## src/rtl/div_unit_pkg.sv

```systemverilog
// Shared constants for the divide unit, hazard unit and HI/LO register.
package div_unit_pkg;

  localparam int DIV_WIDTH = 32;

  typedef enum logic [1:0] {
    ST_IDLE = 2'd0,
    ST_BUSY = 2'd1,
    ST_DONE = 2'd2
  } div_state_t;

endpackage

```

## src/rtl/div_step.sv

```systemverilog
// One restoring-division iteration: shift {rem,quo} left by one, trial-subtract
// the divisor, keep the difference and set the quotient bit when it fits.
module div_step
  import div_unit_pkg::*;
#(
  parameter int WIDTH = DIV_WIDTH
) (
  input  logic [WIDTH-1:0] rem_in,
  input  logic [WIDTH-1:0] quo_in,
  input  logic [WIDTH-1:0] divisor,
  output logic [WIDTH-1:0] rem_out,
  output logic [WIDTH-1:0] quo_out
);

  logic [WIDTH:0] rem_sh;
  logic [WIDTH:0] diff;

  // The shifted remainder needs WIDTH+1 bits; the kept value always fits WIDTH
  // because the remainder stays below the divisor.
  always_comb begin
    rem_sh  = {rem_in, quo_in[WIDTH-1]};
    diff    = rem_sh - {1'b0, divisor};
    quo_out = {quo_in[WIDTH-2:0], ~diff[WIDTH]};
    rem_out = diff[WIDTH] ? rem_sh[WIDTH-1:0] : diff[WIDTH-1:0];
  end

endmodule

```

## src/rtl/div_unit.sv

```systemverilog
// Iterative radix-2 restoring divider for DIV/DIVU in the execute stage.
// Holds the pipeline through stall_div and strobes result_valid for HI/LO write.
module div_unit
  import div_unit_pkg::*;
#(
  parameter int WIDTH = DIV_WIDTH
) (
  input  logic             clk,
  input  logic             rst,
  input  logic             div_start,
  input  logic             div_signed,
  input  logic [WIDTH-1:0] opa,
  input  logic [WIDTH-1:0] opb,
  input  logic             annul,
  output logic             stall_div,
  output logic             result_valid,
  output logic [WIDTH-1:0] lo_out,
  output logic [WIDTH-1:0] hi_out
);

  localparam int CNT_W = $clog2(WIDTH);
  localparam logic [CNT_W-1:0] CNT_LAST = CNT_W'(WIDTH - 1);

  div_state_t state, state_nxt;

  logic [CNT_W-1:0] count;
  logic [WIDTH-1:0] rem_q, quo_q, divisor_q;
  logic [WIDTH-1:0] rem_nxt, quo_nxt;
  logic [WIDTH-1:0] abs_a, abs_b;
  logic [WIDTH-1:0] quo_fix, rem_fix;
  logic             sign_a, sign_b;
  logic             neg_a, neg_b;

  assign neg_a = div_signed & opa[WIDTH-1];
  assign neg_b = div_signed & opb[WIDTH-1];
  assign abs_a = neg_a ? -opa : opa;
  assign abs_b = neg_b ? -opb : opb;

  div_step #(.WIDTH(WIDTH)) u_step (
    .rem_in  (rem_q),
    .quo_in  (quo_q),
    .divisor (divisor_q),
    .rem_out (rem_nxt),
    .quo_out (quo_nxt)
  );

  // Quotient is negative when signs differ, remainder follows the dividend.
  // The most-negative / -1 case wraps back to itself, which is the wanted result.
  assign quo_fix = (sign_a ^ sign_b) ? -quo_nxt : quo_nxt;
  assign rem_fix = sign_a ? -rem_nxt : rem_nxt;

  // State register.
  always_ff @(posedge clk) begin
    if (rst) state <= ST_IDLE;
    else     state <= state_nxt;
  end

  // Next state and handshake outputs; annul overrides everything.
  always_comb begin
    state_nxt    = state;
    stall_div    = 1'b0;
    result_valid = 1'b0;
    if (annul) begin
      state_nxt = ST_IDLE;
    end else begin
      case (state)
        ST_IDLE: begin
          if (div_start) begin
            stall_div = 1'b1;
            state_nxt = (opb == '0) ? ST_DONE : ST_BUSY;
          end
        end
        ST_BUSY: begin
          stall_div = 1'b1;
          if (count == CNT_LAST) state_nxt = ST_DONE;
        end
        ST_DONE: begin
          result_valid = 1'b1;
          state_nxt    = ST_IDLE;
        end
        default: state_nxt = ST_IDLE;
      endcase
    end
  end

  // Operand capture, iteration and result registers.
  always_ff @(posedge clk) begin
    if (rst) begin
      count     <= '0;
      rem_q     <= '0;
      quo_q     <= '0;
      divisor_q <= '0;
      sign_a    <= 1'b0;
      sign_b    <= 1'b0;
      lo_out    <= '0;
      hi_out    <= '0;
    end else if (!annul) begin
      case (state)
        ST_IDLE: begin
          if (div_start) begin
            quo_q     <= abs_a;
            rem_q     <= '0;
            divisor_q <= abs_b;
            sign_a    <= neg_a;
            sign_b    <= neg_b;
            count     <= '0;
            if (opb == '0) begin
              lo_out <= '1;
              hi_out <= opa;
            end
          end
        end
        ST_BUSY: begin
          quo_q <= quo_nxt;
          rem_q <= rem_nxt;
          count <= count + 1'b1;
          if (count == CNT_LAST) begin
            lo_out <= quo_fix;
            hi_out <= rem_fix;
          end
        end
        default: ;
      endcase
    end
  end

endmodule

```

## config.mk

```make
export PLATFORM = sky130hd
export DESIGN_NAME = div_unit
export DESIGN_NICKNAME = d
export VERILOG_FILES = /design/src/rtl/div_unit_pkg.sv /design/src/rtl/div_step.sv /design/src/rtl/div_unit.sv
export SDC_FILE = /design/constraint.sdc
export NUM_CORES = 1
export LEC_CHECK = 0
export BUFFER_PORTS_ARGS = -buffer_cell sky130_fd_sc_hd__buf_2
export CAP_MARGIN = 10
export CELL_PAD_IN_SITES_DETAIL_PLACEMENT = 1
export CELL_PAD_IN_SITES_GLOBAL_PLACEMENT = 1
export CORE_MARGIN = 2
export CORE_UTILIZATION = 25
export DETAILED_ROUTE_END_ITERATION = 8
export PLACE_DENSITY = 0.52
export SLEW_MARGIN = 15
export SYNTH_ARGS = -nofsm -noshare
export SYNTH_HDL_FRONTEND = slang
export SYNTH_HIERARCHICAL = 1
export SYNTH_SLANG_ARGS = --single-unit
```

## constraint.sdc

```tcl
create_clock -name clk -period 5.4 [get_ports clk]
set_input_delay 0.27 -clock clk [delete_from_list [all_inputs] [get_ports clk]]
set_output_delay 0.27 -clock clk [all_outputs]
set_load 0.05 [all_outputs]
```

; ---- After elaboration in Yosys (flattened, before gate mapping)
; Cells that the tools add are included.
[op_classes]
bitwise_logic = 5
reduce_logical = 8
mux = 28
n_addsub = 6
n_eq_ne = 6
[op_table]
columns = op, n
row1 = $mux 32, 13
row2 = $pmux 32 s2, 4
row3 = $neg 32->32, 4
row4 = $sub 33x32->33, 1
row5 = $logic_not 32->1, 1
row6 = $pmux 5 s2, 1
row7 = $mux 2, 3
row8 = $ne 2x2->1 const B, 3
row9 = $reduce_and 3->1, 2
row10 = $add 5x1->5 const B, 1
row11 = $eq 5x5->1 const B, 1
row12 = $mux 5, 1
row13 = $reduce_and 5->1, 1
row14 = $mux 1, 4
row15 = $pmux 2 s2, 1
row16 = $and 1x1->1, 2
row17 = $eq 2x1->1 const B, 1
row18 = $eq 2x2->1 const B, 1
row19 = $logic_not 2->1, 1
row20 = $not 1->1, 2
row21 = $pmux 1 s2, 1
row22 = $reduce_and 2->1, 1
row23 = $reduce_bool 2->1, 1
row24 = $reduce_or 2->1, 1
row25 = $xor 1x1->1, 1
[word_totals]
output_inout_bits = 66
reg_bits = 169
input_bits = 69
word_cells = 62

; ---- Depth between registers and ports, before layout
[depth]
ltp_word = 6
depth_mapped = 22
mapped_depth_nobuf = 20

; ---- Hierarchy
; Netlist, hierarchy kept.
[by_module_without_submodules]
columns = mod, seq_area_each_um2, cells_per_inst, n_inst, area_each_um2
row1 = div_unit, 3383.2, 1205, 1, 9372.7
row2 = div_step, 0.0, 342, 1, 2488.6

; ---- Least setup slack after synthesis
; OpenSTA, ideal clock, no wires.
[synth_path]
path_type = flip-flop to flip-flop
start = register quo_q[31]
end = register hi_out[28]
path_slack_ns = 0.443
n_path_buf = 2
required_time_ns = 5.330
path_stages_with_launch = 22
arrival_ns = 4.887
setup_ns = 0.070
path_cell_list = dfxtp_1 > inv_1 > ha_1 > fa_1 > and2b_1 > o2111ai_1 > a21oi_2 > o2111ai_1 > a211oi_2 > nor2_2 > mux2i_1 > and2_4 > inv_2 > buf_6 > mux2_4 > or4_1 > or4b_1 > buf_6 > o41ai_2 > xor2_1 > a211o_1 > a21oi_1
[synth_via]
elab_chain_len = 6
[synth_lines]
columns = element, line
row1 = from (decl), div_unit.sv:27  ; logic [WIDTH-1:0] rem_q, quo_q, divisor_q;
row2 = from (signal assigned), div_unit.sv:101  ; quo_q <= abs_a;
row3 = from (signal assigned), div_unit.sv:114  ; quo_q <= quo_nxt;
row4 = $sub 33x32->33, div_step.sv:22  ; diff = rem_sh - {1'b0, divisor};
row5 = $mux 32, div_step.sv:24  ; rem_out = diff[WIDTH] ? rem_sh[WIDTH-1:0] : diff[WIDTH-1:0];
row6 = net rem_nxt[8], div_unit.sv:28  ; logic [WIDTH-1:0] rem_nxt, quo_nxt;
row7 = $neg 32->32, div_unit.sv:50  ; assign rem_fix = sign_a ? -rem_nxt : rem_nxt;
row8 = $mux 32, div_unit.sv:50
row9 = $mux 32, div_unit.sv:117  ; if (count == CNT_LAST) begin
row10 = $pmux 32 s2, div_unit.sv:98  ; case (state)
row11 = to (signal assigned), div_unit.sv:109  ; hi_out <= opa;
row12 = to (signal assigned), div_unit.sv:119  ; hi_out <= rem_fix;
row13 = to (decl), div_unit.sv:18  ; output logic [WIDTH-1:0] hi_out
; The timed path passes the listed nets, and every way through them passes these cells. The select of a mux whose other input is x is not followed.
; A chain may end at the register's enable or synchronous reset.

; ---- Final worst setup path
[layout_path]
start = register quo_q[31]
end = register hi_out[30]
; Same word-level chain as after synthesis.

==> qor.yml <==
synth-edff-count: 0
slew_headroom_pct: 29.5
dr.pass1.iters: 6
path_class: "reg2reg"
clkSlewWorstSetupHoldPaths_ns: 0.07
synthToLayoutAreaGrowth_pct: 15.5
synth-seq-cells: 169
gp_congestion: 0.845
path_cells: "inv_1 > ha_1 > fa_2 > and2b_1 > o2111ai_2 > a21oi_2 > o2111ai_2 > a211oi_2 > nor2_2 > mux2i_1 > and2_4 > inv_2 > mux2_1 > or4b_4 > or4b_1 > buf_6 > o41ai_4 > xor2_1 > a211o_1 > a21oi_1"
p_switching_mw: 1.18
wirelength_mm: 45.3
power_frac_comb_pct: 23.1
hp-class: "in2reg"
ys_warn_count: 6
grt_use_total_pct: 18.6
drive_gt1_share_pct: 15.9
slowest_delay_ns: 0.56
p_per_area_nw_per_um2: 252
die_h_um: 222
cts_buffer_depth: 2
antenna_found_initial: 0
yosysUniqueCellTypes: 78
grt_max_degree: 78
outcome: "finished, violations left"
drt_iter0_markers: 614
endpoint_kind: "flop"
swShare_pct: 34.1
required_ns: 5.82
cp_common_cell: "o2111ai_2"
cp_slowest_cell: "or4b_4"
setup_viol: 0
fin_crit_sh_pct: 94.6
tritoncts: "yes"
synthArstFlopShare_pct: 0
ys.flop_type: "dfxtp_1"
syn_area_per_cell_sq_um: 7.67
pwr-share-clk_pct: 38.0
netlist_instances: 1547
numClockSinks: 169
worstPathMaxFanout: 9
ctsHoldBuffers: 0
nets: 1713
insertion_delay_ns: 0.49
antenna_left: 0
crit_arrival_ns: 5.53
wl_per_cell_um: 20.3
max_freq_mhz: 196
start_kind: "flop"
clockRootBuffer: "clkbuf_16"
reg2reg_slack_ns: 0.29
viasPerCell: 5.16
failed_checks: "design-rule violations"
crit_family: "simple AND/OR/NAND/NOR gates"
fin_crit_ns: 5.11
start_util_pct: 25.4
io_pins: 135
die_w_um: 222
vias: 11500
dieArea_sq_um: 49200
cap_violations: 0
htreeDepth: 4
ys_seq_area_share_pct: 28.5
cts_inserted_buffers: 17
drc: 16
slew_violations: 0
leakagePower_nw: 5.54
portBuffers: 134
synth_fp_nets: 1655
tightest_slew_ns: 1.05
grt_pass1_vias: 11700
post-dp-hpwl_mm: 34.7
syn_area_sq_um: 11900
placementRows: 79
timing.hold.ws_ns: 0.0748
peakVddDrop_mv: 0.163
p_int_mw: 2.28
critPathBufInv: 3
grt_pass1_wl_mm: 70.4
grt.overflow.total: 0
rsz0062_at_grt: "no"
finalClockSkew_ns: 0.0133
p_seq_share_pct: 38.9
final_hold_viol_count: 0
final.setup.tns_ns: 0
core_sq_um: 46700
==> Yosys cell counts (19+ instances only) <==
library cell,number,area share [%]
nor2_1,210,6.6
dfxtp_1,169,29
a21oi_1,162,6.8
clkbuf_1,91,2.9
nand2_1,90,2.8
xor2_1,74,5.5
xnor2_1,68,5.0
inv_1,50,1.6
a211oi_1,48,3.0
o21ai_0,46,1.9
and3_1,39,2.1
ha_1,38,4.0
a31oi_1,31,1.6
buf_4,31,2.0
nor3_1,31,1.3
nand3_1,28,1.2
a311oi_1,21,1.6
or4_1,21,1.3
a21o_1,19,1.2
mux2_4,19,2.4
==> cells by family after synthesis <==
logic type	after synthesis	synth area share [%]
multiplexers	25	2.93
adder cells (fa/ha/maj)	39	4.18
buffers and inverters	191	7.30
AND/OR/NAND/NOR	525	21.4
AO/OA/AOI/OAI	456	25.2
XOR/XNOR	142	10.5
flip-flops	169	28.5
==> state kept, by name (all words and copies together), names as in the netlist <==
register   flops
state          2
divisor_q     32
hi_out        32
rem_q         32
sign_a         1
quo_q         32
count          5
sign_b         1
lo_out        32
==> power groups by stage <==
| stage | clock network, mW | logic [mW] | registers [mW] |
|---|---|---|---|
| 6_report | 1.31 | 0.798 | 1.34 |
| 5_1_grt | 1.41 | 0.882 | 1.35 |
| 4_1_cts | 1.36 | 0.794 | 1.34 |
| 3_5_place_dp | 0 | 0.791 | 1.37 |
| 3_3_place_gp | 0 | 0.787 | 1.37 |
| 2_1_floorplan | 0 | 0.528 | 1.38 |
==> layout by cell type (no fill, tap or decap), types with 16 or more instances in the layout <==
cell       synthesis  routed
nor2_1           210     209
dfxtp_1          169     169
a21oi_1          162     162
buf_2              8     133
nand2_1           90      90
xor2_1            74      74
xnor2_1           68      67
inv_1             50      50
a211oi_1          48      48
o21ai_0           46      46
buf_4             31      42
and3_1            39      39
ha_1              38      37
a31oi_1           31      31
nor3_1            31      31
nand3_1           28      28
or4_1             21      21
a311oi_1          21      21
a21o_1            19      19
mux2_4            19      19
o211ai_1          18      18
nor4_1            18      17
clkbuf_16          0      17
o31ai_1           16      16
==> final cells by class <==
| class | count | area [sq um] |
|---|---|---|
| fill | 5636 | 33000 |
| multi-input combinational | 1187 | 7730 |
| sequential | 169 | 3380 |
| timing repair buffer | 178 | 1020 |
| tap | 607 | 759 |
| clock buffer | 18 | 439 |
| inverter | 52 | 195 |
| clock inverter | 14 | 165 |
| antenna | 1 | 2.50 |
==> what timing repair did <==
| action | in CTS | in global routing |
|---|---|---|
| endpoints found under the setup margin | 3 | 14 |
| buffers inserted | 3 | 1 |
| pin swaps | 0 | 2 |
| gates resized for setup | 0 | 9 |
==> stage by stage <==
| stage | cell area [sq um] | instances | setup WS [ns] | util [%] | power [mW] |
|---|---|---|---|---|---|
| 2_1_floorplan | 11900 | 1547 | 0.443 | - | 1.91 |
| 3_3_place_gp | 13000 | 2189 | 0.0576 | 27.8 | 2.16 |
| 3_5_place_dp | 13000 | 2189 | 0.0183 | 27.8 | 2.16 |
| 4_1_cts | 13600 | 2224 | 0.0852 | 29.2 | 3.49 |
| 5_1_grt | 13700 | 2225 | 0.0217 | 29.4 | 3.64 |
| 6_report | 13700 | 2226 | 0.290 | 29.4 | 3.45 |
==> final timing paths <==
check,end,start,depth (start not counted)
worst max-delay path,hi_out[30],quo_q[31],20
worst min-delay path,divisor_q[0],opb[0],3
worst max register to register,hi_out[30],quo_q[31],20
worst min register to register,hi_out[8],hi_out[8],2
==> tightest hold or removal path: cells and delay by family <==
family / cells / cell delay (ns)
buf+inv: 1 / 0.12
simple gates: 1 / 0.06
compound gates: 1 / 0.05
==> layer usage <==
metal  routed length [um]  vias up  track usage, %
met5                    0        -               0
met4                 1440        0            7.02
met3                 1780       57            4.03
met2                21200      179            30.7
met1                20900     5581            23.6
li1                     -     5668               -
Power figures use the tool's default switching activity.
